File: config.mk
export PLATFORM = sky130hd
export DESIGN_NAME = gemm_job_scheduler
export DESIGN_NICKNAME = d
export VERILOG_FILES = /design/src/rtl/gemm_job_scheduler.sv
export SDC_FILE = /design/constraint.sdc
export NUM_CORES = 1
export LEC_CHECK = 0
export BUFFER_PORTS_ARGS = -buffer_cell sky130_fd_sc_hd__buf_4
export CAP_MARGIN = 0
export CORE_MARGIN = 4
export CORE_UTILIZATION = 38
export DETAILED_ROUTE_END_ITERATION = 8
export GPL_ROUTABILITY_DRIVEN = 0
export GPL_TIMING_DRIVEN = 0
export PLACE_DENSITY = 0.67
export SETUP_SLACK_MARGIN = 0.4
export SLEW_MARGIN = 20
export SYNTH_ARGS = -nofsm -noshare
export SYNTH_HDL_FRONTEND = slang
export SYNTH_SLANG_ARGS = --single-unit
File: constraint.sdc
create_clock -name clk_i -period 2.05 [get_ports clk_i]
set_input_delay 0.205 -clock clk_i [delete_from_list [all_inputs] [get_ports clk_i]]
set_output_delay 0.205 -clock clk_i [all_outputs]
set_load 0.02 [all_outputs]
File: src/rtl/gemm_job_scheduler.sv
// Round-robin scheduler sharing one tiled GeMM accelerator between NumReq requesters:
// grants in IDLE (combinational ready), validates sizes, relocates addresses, reports completion.
module gemm_job_scheduler #(
  parameter int NumReq        = 2,
  parameter int SizeAddrWidth = 8,
  parameter int AddrWidth     = 16,
  parameter int TileM         = 4,
  parameter int TileK         = 4,
  parameter int TileN         = 4,
  parameter int CycleWidth    = 16,
  localparam int IdWidth      = $clog2(NumReq)
) (
  input  logic                            clk_i,
  input  logic                            rst_ni,
  input  logic [NumReq-1:0]               req_valid_i,
  output logic [NumReq-1:0]               req_ready_o,
  input  logic [NumReq*SizeAddrWidth-1:0] req_m_size_i,
  input  logic [NumReq*SizeAddrWidth-1:0] req_k_size_i,
  input  logic [NumReq*SizeAddrWidth-1:0] req_n_size_i,
  input  logic [NumReq*AddrWidth-1:0]     req_a_base_i,
  input  logic [NumReq*AddrWidth-1:0]     req_b_base_i,
  input  logic [NumReq*AddrWidth-1:0]     req_c_base_i,
  output logic [NumReq-1:0]               rsp_valid_o,
  input  logic [NumReq-1:0]               rsp_ready_i,
  output logic [NumReq-1:0]               rsp_err_o,
  output logic [NumReq*CycleWidth-1:0]    rsp_cycles_o,
  output logic                            acc_start_o,
  output logic [SizeAddrWidth-1:0]        acc_m_size_o,
  output logic [SizeAddrWidth-1:0]        acc_k_size_o,
  output logic [SizeAddrWidth-1:0]        acc_n_size_o,
  input  logic                            acc_done_i,
  input  logic [AddrWidth-1:0]            acc_a_addr_i,
  input  logic [AddrWidth-1:0]            acc_b_addr_i,
  input  logic [AddrWidth-1:0]            acc_c_addr_i,
  output logic [AddrWidth-1:0]            sram_a_addr_o,
  output logic [AddrWidth-1:0]            sram_b_addr_o,
  output logic [AddrWidth-1:0]            sram_c_addr_o,
  output logic                            busy_o,
  output logic [IdWidth-1:0]              grant_id_o
);

  typedef enum logic [1:0] {IDLE, START, RUN, RESP} state_t;

  state_t                       state;
  logic [IdWidth-1:0]           last_grant;
  logic [IdWidth-1:0]           grant_id;
  logic [NumReq-1:0]            rsp_valid;
  logic [NumReq-1:0]            rsp_err;
  logic [NumReq*CycleWidth-1:0] rsp_cycles;
  logic [CycleWidth-1:0]        counter;
  logic [CycleWidth-1:0]        cycles_next;
  logic [AddrWidth-1:0]         a_base, b_base, c_base;
  logic [SizeAddrWidth-1:0]     m_size, k_size, n_size;
  logic                         acc_start;

  logic [NumReq-1:0]            eligible;
  logic [NumReq-1:0]            pick;
  logic [IdWidth-1:0]           pick_id;
  logic [IdWidth-1:0]           cand;
  logic                         pick_any;
  logic [SizeAddrWidth-1:0]     m_in, k_in, n_in;
  logic                         sizes_ok;

  // A requester with an unconsumed completion is held off until it is drained.
  assign eligible = req_valid_i & ~rsp_valid;

  always_comb begin
    pick     = '0;
    pick_id  = '0;
    pick_any = 1'b0;
    cand     = '0;
    for (int i = 1; i <= NumReq; i++) begin
      cand = IdWidth'((int'(last_grant) + i) % NumReq);
      if (!pick_any && eligible[cand]) begin
        pick_any = 1'b1;
        pick_id  = cand;
      end
    end
    if (state == IDLE && pick_any) pick[pick_id] = 1'b1;
  end

  assign m_in = req_m_size_i[pick_id*SizeAddrWidth +: SizeAddrWidth];
  assign k_in = req_k_size_i[pick_id*SizeAddrWidth +: SizeAddrWidth];
  assign n_in = req_n_size_i[pick_id*SizeAddrWidth +: SizeAddrWidth];

  assign sizes_ok = (m_in != '0) && (k_in != '0) && (n_in != '0) &&
                    ((m_in % SizeAddrWidth'(TileM)) == '0) &&
                    ((k_in % SizeAddrWidth'(TileK)) == '0) &&
                    ((n_in % SizeAddrWidth'(TileN)) == '0);

  // Reported count includes the done cycle; saturates rather than wrapping.
  assign cycles_next = (counter == '1) ? counter : counter + 1'b1;

  always_ff @(posedge clk_i or negedge rst_ni) begin
    if (!rst_ni) begin
      state      <= IDLE;
      last_grant <= IdWidth'(NumReq - 1);
      grant_id   <= '0;
      rsp_valid  <= '0;
      rsp_err    <= '0;
      rsp_cycles <= '0;
      counter    <= '0;
      a_base     <= '0;
      b_base     <= '0;
      c_base     <= '0;
      m_size     <= '0;
      k_size     <= '0;
      n_size     <= '0;
      acc_start  <= 1'b0;
    end else begin
      acc_start <= 1'b0;
      for (int r = 0; r < NumReq; r++) begin
        if (rsp_valid[r] && rsp_ready_i[r]) rsp_valid[r] <= 1'b0;
      end
      case (state)
        IDLE: begin
          if (pick_any) begin
            grant_id   <= pick_id;
            last_grant <= pick_id;
            m_size     <= m_in;
            k_size     <= k_in;
            n_size     <= n_in;
            a_base     <= req_a_base_i[pick_id*AddrWidth +: AddrWidth];
            b_base     <= req_b_base_i[pick_id*AddrWidth +: AddrWidth];
            c_base     <= req_c_base_i[pick_id*AddrWidth +: AddrWidth];
            if (sizes_ok) begin
              state     <= START;
              acc_start <= 1'b1;
            end else begin
              state <= RESP;
            end
          end
        end
        START: begin
          counter <= '0;
          state   <= RUN;
        end
        RUN: begin
          counter <= cycles_next;
          if (acc_done_i) begin
            rsp_valid[grant_id]                               <= 1'b1;
            rsp_err[grant_id]                                 <= 1'b0;
            rsp_cycles[grant_id*CycleWidth +: CycleWidth]     <= cycles_next;
            state                                             <= IDLE;
          end
        end
        RESP: begin
          rsp_valid[grant_id]                           <= 1'b1;
          rsp_err[grant_id]                             <= 1'b1;
          rsp_cycles[grant_id*CycleWidth +: CycleWidth] <= '0;
          state                                         <= IDLE;
        end
        default: state <= IDLE;
      endcase
    end
  end

  assign req_ready_o   = pick;
  assign rsp_valid_o   = rsp_valid;
  assign rsp_err_o     = rsp_err;
  assign rsp_cycles_o  = rsp_cycles;
  assign acc_start_o   = acc_start;
  assign acc_m_size_o  = m_size;
  assign acc_k_size_o  = k_size;
  assign acc_n_size_o  = n_size;
  assign sram_a_addr_o = acc_a_addr_i + a_base;
  assign sram_b_addr_o = acc_b_addr_i + b_base;
  assign sram_c_addr_o = acc_c_addr_i + c_base;
  assign busy_o        = (state != IDLE);
  assign grant_id_o    = grant_id;

endmodule
==> reports/results.txt <==
Status: complete, but fails checks
Failing checks: negative setup slack
DRT iter0 DRCs: 592
Endpoints failing hold: 0
Clock buffer depth: 2
Initial antenna violation count: 2
R2R depth: 10
Routed vias: 9277
Global-route wire length before repair: 51100 µm
DRC Markers: 0
Hold_ws: 0.0402 ns
Total GRT Usage: 26.7%
FF-to-FF End: rsp_cycles_o[27]$_DFFE_PN0P_
N_diodes: 0
Max_cap viols: 0
Syn Nets: 1175
WS Path Type: reg2out
Setup violators final: 39
Switching pwr: 11.1 mW
Synth area leaders: dfrtp_1 (38%), ha_1 (7.4%), nand2_1 (6.0%)
Number of enable flip-flop cells after synthesis: 0
Final setup TNS: -19.98 ns
Hold Path Cell Cnt: 3
Die ar.: 24600 µm²
CP required: 1.85 ns
Seq/Total Area, Yosys: 38.4%
Die X: 157 µm
Core area: 21800 µm²
Count of pins over their slew limit: 0
Skew-Pair Late Insertion Delay: 0.43 ns
Internal power: 13.6 mW
YS warnings: 0
Final WL: 35400 µm
Vias in the first global route: 9322
Fin area: 15400 µm²
Syn-to-layout area delta: 82.5%
Period utilization: 139%
I/O pin count: 312
Clock slew at reported path FFs: 0.06 ns
Synth top area share: 38.1%
Most frequent cell after synthesis: nand2_1
Final ANT Viol Nets: 0
CP Capture Type: output port
Tmin final: 2.85 ns
Switch share: 44.9%
Final nets: 1636
Post-layout util: 70.4%
PortBufs: 311
RSZ-0062 raised after global routing: yes
Number of buffers created by CTS: 17
HPWL Detailed: 24100 µm
Synth unique cells: 72
Rel. slew slack: 61.3%
Arr. time, crit path: 2.64 ns
Syn Inst Count: 923
FF+latch area: 3240 µm²
Post-Layout Cell Count: 1677
Pwr Density: 1610 nW/µm²
Static Leakage: 6.95 nW
Seq cells post-synth: 129
Worst R2R Start: counter[1]$_DFFE_PN0P_
Fraction of layout cells with a size suffix above 1: 57.1%
FMAX: 351 MHz
DR WL/cell: 21.1 µm
Die height: 157 µm
DP Worst Slack: -0.479 ns
Max IR drop VDD: 757 µV
DRT Pass-1 Iters: 8
Post-synth top area cell: dfrtp_1
Logic pwr share: 70.1%
Placed inst area: 11800 µm²
Worst Skew: 0.00836 ns
HP Start: req_c_base_i[13]
Top cells by count, synth: nand2_1 (135), dfrtp_1 (128), o21ai_0 (101)
Multi-input logic area: 6580 µm²
H-tree Lvls: 4
Mean Syn Cell Area: 9.12 µm²
CP Max Fanout: 3
Crit path launch type: flip-flop
Post-DR vias/cell: 5.53
Fillers: 1589
Most used DFF post-synth: dfrtp_1
CTS tree: done
Area of the mapped netlist: 8420 µm²
Tightest Pin Transition: 0.574 ns
Reg-to-reg slack, setup: 0.03 ns
Hold Path End: c_base[13]$_DFFE_PN0P_
Root Buffer Master: clkbuf_16
Hold Path Class: in2reg
Largest net degree at the start of global routing: 78
Asr flop ratio synth: 100%
GRT Residual Overflow: 0
FP Rows: 54
Clk sinks: 129
Initial core utilization: 38.6%
Placed instance count: 1515
Sequential power share: 16.5%
Clock share of power: 13.4%
Post-layout power: 24.7 mW
Post-route setup slack: -0.797 ns
[worst max-delay path, stage by stage (launching register included)]
cell and delay, ns:
dfrtp_1 0.40, ha_4 0.16, inv_2 0.03, fa_2 0.37, nor2b_4 0.16, o2111ai_4 0.14
a21oi_2 0.21, buf_4 0.15, o21a_1 0.15, o41a_1 0.15, o2111ai_2 0.13, buf_6 0.16
[metal layers]
layer	global-route usage (%)	routed length, µm	share of wire [%]
met1	30.9	13500	38
met2	49.1	18800	53
met3	5.95	2160	6.1
met4	7.98	797	2.3
met5	0	34	0.096
[flip-flops by register name (all words and copies together) (netlist names), named ones only]
register / count
acc_n_size_o: 8
acc_m_size_o: 8
rsp_valid_o: 2
acc_start_o: 1
counter: 16
grant_id_o: 1
a_base: 16
acc_k_size_o: 8
rsp_cycles_o: 32
c_base: 16
last_grant: 1
b_base: 16
state: 2
[layout make-up]
type,instances,area share [%]
multi-input cells,706,42.8
clock buffers,18,2.86
repair buffers,443,24.9
plain buffers,47,3.71
clock inverters,14,1.25
inverters,40,1.03
well taps,280,2.28
flip-flops and latches,129,21.1
[kinds of logic after synthesis]
kind of cell / synth area share (%)
flip-flops: 38.4
AO/OA/AOI/OAI: 24.5
buffers and inverters: 5.20
AND/OR/NAND/NOR: 14.3
adder cells (fa/ha/maj): 8.15
XOR/XNOR: 4.67
multiplexers: 4.85
[how the worst max path moves through the flow]
stage          slack, ns                 to                   from
3_3_place_gp       -0.43  sram_b_addr_o[14]  b_base[0]$_DFFE_PN0P_
3_5_place_dp       -0.48  sram_c_addr_o[14]  c_base[0]$_DFFE_PN0P_
6_report           -0.80  sram_c_addr_o[10]  c_base[0]$_DFFE_PN0P_
2_1_floorplan      -0.20  sram_c_addr_o[14]  c_base[0]$_DFFE_PN0P_
4_1_cts            -0.81  sram_c_addr_o[10]  c_base[0]$_DFFE_PN0P_
5_1_grt            -0.92  sram_c_addr_o[10]  c_base[0]$_DFFE_PN0P_
[power groups by stage]
stage	clock network, mW	registers, mW	logic (mW)
final	3.31	4.07	17.3
after global routing	3.48	4.15	18.4
after CTS	3.34	4.05	15.8
after detailed placement	0	4.04	12.7
after global placement	0	4.02	12.6
after floorplan	0	4.31	7.90
[repair_timing]
action	4_1_cts	5_1_grt
pin swaps	135	96
hold buffers	3	0
cloned	6	1
setup endpoints to repair	172	175
setup buffers	92	29
resized for setup	362	112
endpoints found under the hold margin	54	0
[placed cells by master (no fill, tap or decap), types with 24 or more instances in the layout]
| master | instances |
|---|---|
| a22oi_2 | 48 |
| inv_1 | 30 |
| dfrtp_1 | 117 |
| clkbuf_16 | 25 |
| buf_6 | 77 |
| mux2i_1 | 24 |
| ha_4 | 26 |
| o21ai_1 | 71 |
| nand2_1 | 128 |
| buf_4 | 351 |
Power figures use the tool's default switching activity.
